`config.mk`:
```
export PLATFORM = sky130hd
export DESIGN_NAME = ay_bus_seq_flat
export DESIGN_NICKNAME = d
export VERILOG_FILES = /design/src/rtl/ay_bus_pkg.sv /design/src/rtl/ay_bus_seq_if.sv /design/src/rtl/ay_port_sync.sv /design/src/rtl/ay_bus_seq.sv /design/src/flat_wrapper.sv
export SDC_FILE = /design/constraint.sdc
export NUM_CORES = 1
export LEC_CHECK = 0
export BUFFER_PORTS_ARGS = -buffer_cell sky130_fd_sc_hd__buf_4
export CELL_PAD_IN_SITES_DETAIL_PLACEMENT = 1
export CELL_PAD_IN_SITES_GLOBAL_PLACEMENT = 2
export CORE_MARGIN = 8
export CORE_UTILIZATION = 29
export CTS_CLUSTER_DIAMETER = 100
export DETAILED_ROUTE_END_ITERATION = 6
export HOLD_SLACK_MARGIN = 0.06
export PLACE_DENSITY_LB_ADDON = 0.1
export SLEW_MARGIN = 20
export SYNTH_ARGS = -nofsm -noshare
export SYNTH_HDL_FRONTEND = slang
export SYNTH_SLANG_ARGS = --single-unit
```
`constraint.sdc`:
```
create_clock -name clk -period 1.6 [get_ports clk]
set_input_delay 0.16 -clock clk [delete_from_list [all_inputs] [get_ports clk]]
set_output_delay 0.16 -clock clk [all_outputs]
set_load 0.02 [all_outputs]
```
`src/rtl/ay_bus_pkg.sv`:
```
// Shared constants and types for the AY-3-8910 bus sequencer.
// Command codes are packed as {bdir, bc1}.
package ay_bus_pkg;

  localparam logic [1:0] CMD_INACT = 2'b00;
  localparam logic [1:0] CMD_LADDR = 2'b11;
  localparam logic [1:0] CMD_WRPSG = 2'b10;
  localparam logic [1:0] CMD_RDPSG = 2'b01;

  localparam logic [1:0] MODE_NOVO  = 2'd0;
  localparam logic [1:0] MODE_STAS1 = 2'd1;
  localparam logic [1:0] MODE_STAS2 = 2'd2;

  typedef enum logic [2:0] {
    ST_IDLE,
    ST_ADDR,
    ST_WRITE,
    ST_READ,
    ST_GAP
  } state_e;

  typedef enum logic [1:0] {
    DEC_NONE,
    DEC_ADDR,
    DEC_WRITE,
    DEC_READ
  } dec_e;

  function automatic int tmax(int a, int b);
    return (a > b) ? a : b;
  endfunction

endpackage

```
`src/rtl/ay_bus_seq_if.sv`:
```
// Parallel-port handshake bundle seen by the AY sequencer.
// The host side drives every line; the sequencer only listens.
interface ay_bus_seq_if;
  logic       sel;
  logic       strobe;
  logic       wrbt;
  logic       dout;
  logic [7:0] din;

  modport master (
    output sel, strobe, wrbt, dout, din
  );

  modport slave (
    input sel, strobe, wrbt, dout, din
  );
endinterface

```
`src/rtl/ay_port_sync.sv`:
```
// Two-flop synchroniser for the port control lines plus a
// strobe rising-edge detector producing a single event pulse.
module ay_port_sync (
  input  logic clk,
  input  logic rst,
  input  logic sel,
  input  logic strobe,
  input  logic wrbt,
  input  logic dout,
  output logic evt,
  output logic sel_s,
  output logic wrbt_s,
  output logic dout_s
);

  // bit order: {sel, strobe, wrbt, dout}
  logic [3:0] meta_q, meta_d;
  logic [3:0] sync_q, sync_d;
  logic       stb_prev_q, stb_prev_d;

  // Next values of the synchroniser chain and edge history
  always_comb begin
    meta_d     = {sel, strobe, wrbt, dout};
    sync_d     = meta_q;
    stb_prev_d = sync_q[2];
  end

  // Synchroniser and edge-history registers
  always_ff @(posedge clk or posedge rst) begin
    if (rst) begin
      meta_q     <= '0;
      sync_q     <= '0;
      stb_prev_q <= 1'b0;
    end else begin
      meta_q     <= meta_d;
      sync_q     <= sync_d;
      stb_prev_q <= stb_prev_d;
    end
  end

  assign evt    = sync_q[2] & ~stb_prev_q;
  assign sel_s  = sync_q[3];
  assign wrbt_s = sync_q[1];
  assign dout_s = sync_q[0];

endmodule

```
`src/rtl/ay_bus_seq.sv`:
```
// Clocked AY-3-8910 bus sequencer for the BK-0011M parallel port:
// decodes port strobes and emits timed BDIR/BC1 cycles per chip.
module ay_bus_seq
  import ay_bus_pkg::*;
#(
  parameter int NCHIPS = 1,
  parameter int T_ADDR = 2,
  parameter int T_WR   = 3,
  parameter int T_RD   = 3,
  parameter int T_GAP  = 1
) (
  input  logic              clk,
  input  logic              rst,
  input  logic [1:0]        mode,
  ay_bus_seq_if.slave       pif,
  input  logic [7:0]        da_in,
  output logic [7:0]        da_out,
  output logic              da_oe,
  output logic [NCHIPS-1:0] bdir,
  output logic [NCHIPS-1:0] bc1,
  output logic [1:0]        chip_sel,
  output logic [7:0]        rd_data,
  output logic              rd_valid,
  output logic              busy,
  output logic              overrun
);

  localparam int TMAX =
    tmax(tmax(T_ADDR, T_WR), tmax(T_RD, T_GAP));
  localparam int CW = (TMAX > 1) ? $clog2(TMAX) : 1;

  localparam logic [CW-1:0] LD_ADDR = CW'(T_ADDR - 1);
  localparam logic [CW-1:0] LD_WR   = CW'(T_WR - 1);
  localparam logic [CW-1:0] LD_RD   = CW'(T_RD - 1);
  localparam logic [CW-1:0] LD_GAP  = CW'(T_GAP - 1);

  // Lowest din that is a chip-select code rather than an address
  localparam logic [7:0] CS_MIN = 8'(255 - (NCHIPS - 1));

  logic evt, sel_s, wrbt_s, dout_s;

  ay_port_sync u_sync (
    .clk    (clk),
    .rst    (rst),
    .sel    (pif.sel),
    .strobe (pif.strobe),
    .wrbt   (pif.wrbt),
    .dout   (pif.dout),
    .evt    (evt),
    .sel_s  (sel_s),
    .wrbt_s (wrbt_s),
    .dout_s (dout_s)
  );

  state_e        state_q, state_d;
  logic [CW-1:0] cnt_q, cnt_d;
  logic [7:0]    din_q, din_d;
  logic [1:0]    chip_q, chip_d;
  logic          an_q, an_d;
  logic [7:0]    rdd_q, rdd_d;
  logic          rdv_q, rdv_d;
  logic          ovr_q, ovr_d;

  dec_e dec;
  logic is_addr;
  logic is_cs;
  logic an_next;
  logic accept;
  logic drop;
  logic [1:0] cmd;

  assign accept = evt & sel_s & (state_q == ST_IDLE);
  assign drop   = evt & sel_s & (state_q != ST_IDLE);

  // Decode the synchronised port lines into a bus command
  always_comb begin
    dec     = DEC_NONE;
    is_addr = 1'b0;
    an_next = an_q;
    if (!dout_s) begin
      dec = DEC_READ;
      if (mode == MODE_STAS1) an_next = 1'b1;
    end else begin
      unique case (1'b1)
        (mode == MODE_STAS1): begin
          is_addr = an_q;
          an_next = ~an_q;
        end
        (mode == MODE_STAS2): is_addr = ~wrbt_s;
        default:              is_addr = wrbt_s;
      endcase
      dec = is_addr ? DEC_ADDR : DEC_WRITE;
    end
    is_cs = (NCHIPS > 1) && is_addr &&
            (pif.din >= CS_MIN);
  end

  // FSM state and dwell counter registers
  always_ff @(posedge clk or posedge rst) begin
    if (rst) begin
      state_q <= ST_IDLE;
      cnt_q   <= '0;
    end else begin
      state_q <= state_d;
      cnt_q   <= cnt_d;
    end
  end

  // FSM next state; counter reloads on every state entry
  always_comb begin
    state_d = state_q;
    cnt_d   = cnt_q;
    unique case (state_q)
      ST_IDLE: begin
        if (accept && !is_cs) begin
          unique case (dec)
            DEC_ADDR: begin
              state_d = ST_ADDR;
              cnt_d   = LD_ADDR;
            end
            DEC_WRITE: begin
              state_d = ST_WRITE;
              cnt_d   = LD_WR;
            end
            DEC_READ: begin
              state_d = ST_READ;
              cnt_d   = LD_RD;
            end
            DEC_NONE: ;
          endcase
        end
      end
      ST_ADDR, ST_WRITE, ST_READ: begin
        if (cnt_q == '0) begin
          state_d = ST_GAP;
          cnt_d   = LD_GAP;
        end else begin
          cnt_d = cnt_q - 1'b1;
        end
      end
      ST_GAP: begin
        if (cnt_q == '0) state_d = ST_IDLE;
        else cnt_d = cnt_q - 1'b1;
      end
      default: state_d = ST_IDLE;
    endcase
  end

  // Bus strobes and DA drive follow the current state
  always_comb begin
    cmd   = CMD_INACT;
    da_oe = 1'b0;
    unique case (state_q)
      ST_ADDR: begin
        cmd   = CMD_LADDR;
        da_oe = 1'b1;
      end
      ST_WRITE: begin
        cmd   = CMD_WRPSG;
        da_oe = 1'b1;
      end
      ST_READ: cmd = CMD_RDPSG;
      default: ;
    endcase
    bdir = '0;
    bc1  = '0;
    for (int i = 0; i < NCHIPS; i++) begin
      bdir[i] = cmd[1] & (chip_q == 2'(i));
      bc1[i]  = cmd[0] & (chip_q == 2'(i));
    end
  end

  // Datapath: latched data, chip select, Stas1 toggle, read-back
  always_comb begin
    din_d  = din_q;
    chip_d = chip_q;
    an_d   = an_q;
    rdd_d  = rdd_q;
    rdv_d  = 1'b0;
    ovr_d  = ovr_q | drop;
    if (accept) begin
      an_d = an_next;
      if (is_cs) chip_d = 2'(8'hFF - pif.din);
      else din_d = pif.din;
    end
    if (state_q == ST_READ && cnt_q == '0) begin
      rdd_d = da_in;
      rdv_d = 1'b1;
    end
  end

  // Datapath registers
  always_ff @(posedge clk or posedge rst) begin
    if (rst) begin
      din_q  <= '0;
      chip_q <= '0;
      an_q   <= 1'b1;
      rdd_q  <= '0;
      rdv_q  <= 1'b0;
      ovr_q  <= 1'b0;
    end else begin
      din_q  <= din_d;
      chip_q <= chip_d;
      an_q   <= an_d;
      rdd_q  <= rdd_d;
      rdv_q  <= rdv_d;
      ovr_q  <= ovr_d;
    end
  end

  assign da_out   = din_q;
  assign chip_sel = chip_q;
  assign rd_data  = rdd_q;
  assign rd_valid = rdv_q;
  assign busy     = (state_q != ST_IDLE);
  assign overrun  = ovr_q;

endmodule
```
`src/flat_wrapper.sv`:
```
// flat-port wrapper written by rule: the top's interface ports become plain ports
module ay_bus_seq_flat import ay_bus_pkg::*;
#(
  parameter int NCHIPS = 1,
  parameter int T_ADDR = 2,
  parameter int T_WR   = 3,
  parameter int T_RD   = 3,
  parameter int T_GAP  = 1
)
  (clk, rst, mode, da_in, da_out, da_oe, bdir, bc1, chip_sel, rd_data, rd_valid, busy, overrun, pif_sel, pif_strobe, pif_wrbt, pif_dout, pif_din);
  ay_bus_seq_if pif_i ();
  input  logic clk;
  input  logic rst;
  input  logic [1:0] mode;
  input  logic [7:0] da_in;
  output logic [7:0] da_out;
  output logic da_oe;
  output logic [NCHIPS-1:0] bdir;
  output logic [NCHIPS-1:0] bc1;
  output logic [1:0] chip_sel;
  output logic [7:0] rd_data;
  output logic rd_valid;
  output logic busy;
  output logic overrun;
  input wire logic [$bits(pif_i.sel)-1:0] pif_sel;
  input wire logic [$bits(pif_i.strobe)-1:0] pif_strobe;
  input wire logic [$bits(pif_i.wrbt)-1:0] pif_wrbt;
  input wire logic [$bits(pif_i.dout)-1:0] pif_dout;
  input wire logic [$bits(pif_i.din)-1:0] pif_din;
  assign pif_i.sel = pif_sel;
  assign pif_i.strobe = pif_strobe;
  assign pif_i.wrbt = pif_wrbt;
  assign pif_i.dout = pif_dout;
  assign pif_i.din = pif_din;
  ay_bus_seq #(.NCHIPS(NCHIPS), .T_ADDR(T_ADDR), .T_WR(T_WR), .T_RD(T_RD), .T_GAP(T_GAP)) u_core (.clk(clk), .rst(rst), .mode(mode), .pif(pif_i), .da_in(da_in), .da_out(da_out), .da_oe(da_oe), .bdir(bdir), .bc1(bc1), .chip_sel(chip_sel), .rd_data(rd_data), .rd_valid(rd_valid), .busy(busy), .overrun(overrun));
endmodule
```
# Word level (Yosys, flattened, before mapping)

Cells that the tools add are included.

Output and inout port bits: 24
Input bits: 24
Logic and storage cells: 65
Register bits: 33

Reductions and logical operators: 11
Equality and inequality tests: 15
Mux-type cells: 20
$add $sub $neg: 1
Bitwise operators: 8

Operators by type and width:

| kind                                                  | count |
|---|---|
| one-hot mux 3 bit (3 select lines)                    | 2 |
| one-hot mux 2 bit (3 select lines)                    | 2 |
| two-way mux 2 bit                                     | 5 |
| two-way mux 3 bit                                     | 3 |
| AND reduction 4 bit                                   | 2 |
| equality test 2 bit, second input constant            | 3 |
| equality test 3 x 2 -> 1 bit, second input constant   | 2 |
| two-way mux 1 bit                                     | 6 |
| inequality test 2 x 1 -> 1 bit, second input constant | 3 |
| nonzero test 3 bit                                    | 2 |
| bitwise AND 1 bit                                     | 4 |
| equality test 2 x 1 -> 1 bit, second input constant   | 2 |
| inequality test 4 bit, second input constant          | 1 |
| one-hot mux 2 bit (2 select lines)                    | 1 |
| OR reduction 2 bit                                    | 2 |
| equality test 3 x 1 -> 1 bit, second input constant   | 1 |
| equality test 3 bit, second input constant            | 1 |
| logical NOT 3 bit                                     | 1 |
| inequality test 3 bit, second input constant          | 1 |
| inverter 1 bit                                        | 3 |
| OR reduction 3 bit                                    | 1 |
| logical NOT 2 bit                                     | 1 |
| inequality test 2 bit, second input constant          | 1 |
| one-hot mux 1 bit (2 select lines)                    | 1 |
| other kinds (4)                                       | 4 |

# Logic depth before layout (Yosys ltp)

Depth in word-level cells: 10
Gate-level depth with buffers: 9
Gate-level depth less buffers: 9

# Modules after synthesis

A second synthesis with hierarchy kept.

Cell total of the unflattened synthesis: 112
Area, all modules: 1519.0 um^2

Modules (own cells, without submodules):

| module       | times used | seq. area each (um^2) | area an instance (um^2) | cells an instance |
|---|---|---|---|---|
| ay_bus_seq   | 1          | 601.8                 | 1276.2                  | 101 |
| ay_port_sync | 1          | 225.2                 | 242.7                   | 11 |

# Least setup slack after synthesis

No wires, ideal clock.

Kind: in2reg
From: input port mode[0]
To: register u_core.cnt_q[0]
Cell stages on the path: 9
Library setup time: 0.121 ns
Slack: -0.137 ns
Data arrival time: 1.616 ns
Required time: 1.479 ns
Path through: inv_1 > ha_1 > nor2b_1 > a31oi_1 > and2_1 > ha_1 > nor2_1 > a21o_2 > a22o_1

Cells in the longest elaborated chain, start to end: 10

Ends and longest elaborated chain:

| element                                                                    | line                               | RTL |
|---|---|---|
| start: declaration                                                         | flat_wrapper.sv:14                 | `input logic [1:0] mode;` |
| equality test 2 bit / equality test 2 x 1 -> 1 bit (equally long branches) | ay_bus_seq.sv:89, ay_bus_seq.sv:85 |  |
| one-hot mux 1 bit (2 select lines) *                                       | ay_bus_seq.sv:84                   | `unique case (1'b1)` |
| two-way mux 1 bit *                                                        | ay_bus_seq.sv:80                   | `if (!dout_s) begin` |
| two-way mux 2 bit *                                                        | ay_bus_seq.sv:92                   | `dec = is_addr ? DEC_ADDR : DEC_WRITE;` |
| two-way mux 2 bit *                                                        | ay_bus_seq.sv:80                   |  |
| equality test 2 bit                                                        | ay_bus_seq.sv:116                  | `unique case (dec)` |
| OR reduction 2 bit (no source line)                                        | n/a                                |  |
| one-hot mux 2 bit (2 select lines)                                         | ay_bus_seq.sv:116                  |  |
| two-way mux 2 bit                                                          | ay_bus_seq.sv:115                  | `if (accept && !is_cs) begin` |
| one-hot mux 2 bit (3 select lines)                                         | ay_bus_seq.sv:113                  | `unique case (state_q)` |
| end signal: assignment                                                     | ay_bus_seq.sv:105                  | `cnt_q <= cnt_d;` |
| end: declaration                                                           | ay_bus_seq.sv:56                   | `logic [CW-1:0] cnt_q, cnt_d;` |

Every way passes the cells marked *; elsewhere a longest branch is shown, timed or not. The select of a mux whose other input is x is not followed.
A chain may end at the register's enable or synchronous reset.

# Final worst setup path

From: register u_core.an_q
To: register u_core.cnt_q[0]

Cells in the longest elaborated chain, start to end: 9

Ends and longest elaborated chain:

| element                              | line              | RTL |
|---|---|---|
| start: declaration                   | ay_bus_seq.sv:59  | `logic an_q, an_d;` |
| start signal: assignment             | ay_bus_seq.sv:204 | `an_q <= an_d;` |
| one-hot mux 1 bit (2 select lines) * | ay_bus_seq.sv:84  |  |
| two-way mux 1 bit *                  | ay_bus_seq.sv:80  |  |
| two-way mux 2 bit *                  | ay_bus_seq.sv:92  |  |
| two-way mux 2 bit *                  | ay_bus_seq.sv:80  |  |
| equality test 2 bit                  | ay_bus_seq.sv:116 |  |
| OR reduction 2 bit (no source line)  | n/a               |  |
| one-hot mux 2 bit (2 select lines)   | ay_bus_seq.sv:116 |  |
| two-way mux 2 bit                    | ay_bus_seq.sv:115 |  |
| one-hot mux 2 bit (3 select lines)   | ay_bus_seq.sv:113 |  |

Marked as above.

==> summary.txt <==
Status
  • Status: complete, but fails checks
  • Violations in the final reports: setup timing

Synthesis
  • Yosys warns: 0
  • Seq cells post-synth: 33
  • Post-synthesis instance area: 1471 sq um
  • EDFF count, synth: 0
  • Area fraction of the dominant cell type after synthesis: 54.42%
  • Number of standard cells after synthesis: about 110
  • Commonest cells in the netlist: sky130_fd_sc_hd__dfrtp_1 (32), sky130_fd_sc_hd__inv_1 (9), sky130_fd_sc_hd__mux2_2 (9)
  • Avg Synthesized Cell Area: 13.02 sq um
  • Number of different library cells in the post-synthesis netlist: 35
  • FFs w/ async S/R, synth: 100.0%
  • Top-count cell post-synth: sky130_fd_sc_hd__dfrtp_1
  • Cell taking the most area after synthesis: sky130_fd_sc_hd__dfrtp_1
  • Top post-synthesis cells by area: sky130_fd_sc_hd__dfrtp_1 (54%), sky130_fd_sc_hd__mux2_4 (7.1%), sky130_fd_sc_hd__mux2_2 (6.9%), sky130_fd_sc_hd__ha_1 (5.1%), sky130_fd_sc_hd__inv_1 (2.3%)
  • Most instantiated flip-flop cell in the synthesis netlist: sky130_fd_sc_hd__dfrtp_1
  • Portion of the post-synthesis area used by sequential elements: between 50% and 60%

Timing
  • Hold Vio Cnt, Final: 0
  • Setup Total Neg Slack: -58.79 ps
  • Minimum hold slack: about 99 ps
  • Fin crit period: about 1600 ps
  • Share of the clock period used by the worst path: 103.0%
  • # setup viols final: 2
  • Maximum clock rate: approximately 610 MHz
  • Max Transition Viols Final: 0
  • Final worst slack: -47.74 ps
  • Unrepaired setup endpoints after global routing: yes
  • Worst-case clock skew: 8.284 ps

Clocking
  • CTS H-Tree Depth: 2
  • CTS tree: done
  • Number of CTS-inserted buffers: 5
  • Clock transition time at the flip-flop clock pins of the worst setup and hold paths: approximately 80 ps
  • Num Clock Sinks: 33
  • Clock Tree Buf Depth: 2
  • Insertion delay of the later-clocked pin in the worst-skew pair: 290 ps
  • Clock tree root driver cell: sky130_fd_sc_hd__clkbuf_8

Route
  • Antenna-violating nets left: 0
  • Total iterations of the first detailed-routing run: 4
  • Drt drc: 0
  • Iter 0 DRT Violations: a little over 40
  • Detail-routed via count per cell: 4.286
  • Total number of vias: 1,093
  • WL/cell: 14.66 um
  • Post-detailed-routing wire length: 3738 um

Setup path
  • Startpoint type of the worst setup path: register
  • Worst path arrival time: between 1500 and 2000 ps
  • Maximum fanout count along the critical path: 4
  • Type of the setup path with the least slack: register to register
  • R2r startpoint: u_core.an_q
  • Slowest CP cell: sky130_fd_sc_hd__dfstp_2
  • Critical path startpoint: u_core.an_q
  • Critical Path End Type: register
  • R2r setup slk: -50 ps
  • Data required time of the worst path: around 1800 ps
  • Ordered cell list for the critical path: nand2_2, a31oi_4, and2_4, ha_4, nor2_2, a21o_2, a22o_1
  • Max stage delay on crit path: ~540 ps
  • Worst path top cell family by delay: compound AO/OA/AOI/OAI gates
  • Buf/Inv on CP: 0

Power and ir drop
  • Overall power consumption: about 0.0043 W
  • Leak: 1.090 nW
  • VDD IR-drop max: approximately 0.00084 V
  • Power density of the placed cells: 1921 nW/um^2

Run
  • Max capacitance violation total: 0

Floorplan
  • I/O Pins: 48
  • Starting density of the core: 29.37%
  • Number of rows in the core area: 26
  • Die width: ~87 um
  • Placeable core region: 5010 sq um
  • Height of the chip: approximately 87 um
  • Die outline area: 7609 sq um

GRT
  • Number of antenna violations at the first check in global routing: 0
  • Combined global-route utilization of all metal layers: a little over a tenth
  • First-pass GRT wire length: 6161 um
  • Total global routing overflow: 0
  • Vias in the first global route: about 1,300
  • Largest net degree at the start of global routing: 34

Worst hold path
  • Hold Startpoint: pif_din[3]
  • Hold Path Class: primary input to register

Placement
  • Count of input and output buffers: 45
  • Dpl hpwl: 2839 um
  • Final estimated routing congestion in global placement: ~0.7
  • Instance area after placement: 2018 sq um

Final layout
  • Diode count: 0
  • Post-route standard cell area excluding fillers: roughly 2200 sq um
  • Net count reported at finish: roughly 210
  • Signed area change from the synthesized netlist to the final layout: 51.45%
  • Fraction of layout instances using a drive strength above 1: around 57%
[per-layer routing]
layer / part of all wire (%) / track usage [%]
met5: 0 / 0
met4: 1.7 / 4.688
met3: 6.8 / 4.717
met2: 51 / 17.28
met1: 40 / 11.75
[registers in the layout (all words and copies together) (netlist names)]
register                  count
u_core.da_out                 8
u_core.state_q                3
u_core.an_q                   1
u_core.rd_valid               1
u_core.u_sync.stb_prev_q      1
u_core.overrun                1
u_core.cnt_q                  2
u_core.u_sync.meta_q          4
u_core.rd_data                8
u_core.u_sync.sync_q          4
[cell usage in the layout (no fill, tap or decap), types with 2 or more instances in the layout]
cell / count
sky130_fd_sc_hd__inv_1: 8
sky130_fd_sc_hd__mux2_2: 9
sky130_fd_sc_hd__dlygate4sd3_1: 5
sky130_fd_sc_hd__nor2_4: 2
sky130_fd_sc_hd__nand3b_1: 2
sky130_fd_sc_hd__o21ai_0: 3
sky130_fd_sc_hd__a21oi_1: 3
sky130_fd_sc_hd__o211ai_1: 2
sky130_fd_sc_hd__nor2_1: 3
sky130_fd_sc_hd__clkbuf_8: 6
sky130_fd_sc_hd__ha_1: 5
sky130_fd_sc_hd__dfrtp_1: 32
sky130_fd_sc_hd__nand2_1: 4
sky130_fd_sc_hd__buf_6: 2
sky130_fd_sc_hd__a22o_1: 2
sky130_fd_sc_hd__xnor2_1: 2
sky130_fd_sc_hd__inv_2: 2
sky130_fd_sc_hd__mux2_4: 7
sky130_fd_sc_hd__buf_4: 60
sky130_fd_sc_hd__conb_1: 2
[cells by family after synthesis]
family,after synthesis,synth area share [%]
other cells,1,0.2549
mux,16,14.03
xor+xnor,2,1.191
fa+ha+maj,6,5.102
simple gates,23,9.779
buf+inv,15,5.441
compound gates,17,7.994
flops,33,56.21
[final timing paths]
path / depth (start not counted) / end
setup / recovery: 7 / u_core.cnt_q[0]
min in group asynchronous: 4 / u_core.rd_valid
hold reg to reg: 0 / u_core.u_sync.sync_q[1]
max in group asynchronous: 4 / u_core.an_q
hold / removal: 2 / u_core.da_out[3]
setup reg to reg: 7 / u_core.cnt_q[0]
[repair_timing]
action,in CTS,in global routing
gates cloned,0,0
hold buffers,5,0
setup endpoints to repair,4,10
hold endpoints to repair,36,0
pin swaps,5,0
resized for setup,3,4
setup buffers,1,2
[power breakdown]
| part | internal (W) | total, W | switching (W) |
|---|---|---|---|
| sequential | 0.00114 | 0.00132 | 0.000179 |
| combinational | 0.00109 | 0.00213 | 0.00104 |
| clock | 0.000506 | 0.000831 | 0.000325 |
| total | 0.00274 | 0.00428 | 0.00154 |
[through the flow]
step	utilization (%)	instances	setup WS (ps)
CTS	43.88	253	-64.22
global placement	40.28	239	-126.0
finish	44.48	255	-47.74
global route	44.48	255	-106.6
detailed placement	40.28	239	-205.0
floorplan	-	114	1.259
[area by class of cell]
type	count	area (sq um)
Fill cell	559	2781
Inverter	10	37.54
Clock inverter	2	37.54
Clock buffer	6	82.58
Tap cell	70	87.58
Multi-Input combinational cell	66	618.1
Timing Repair Buffer	68	538.0
Sequential cell	33	827.0
No activity file was read; power rests on OpenSTA's default activity.
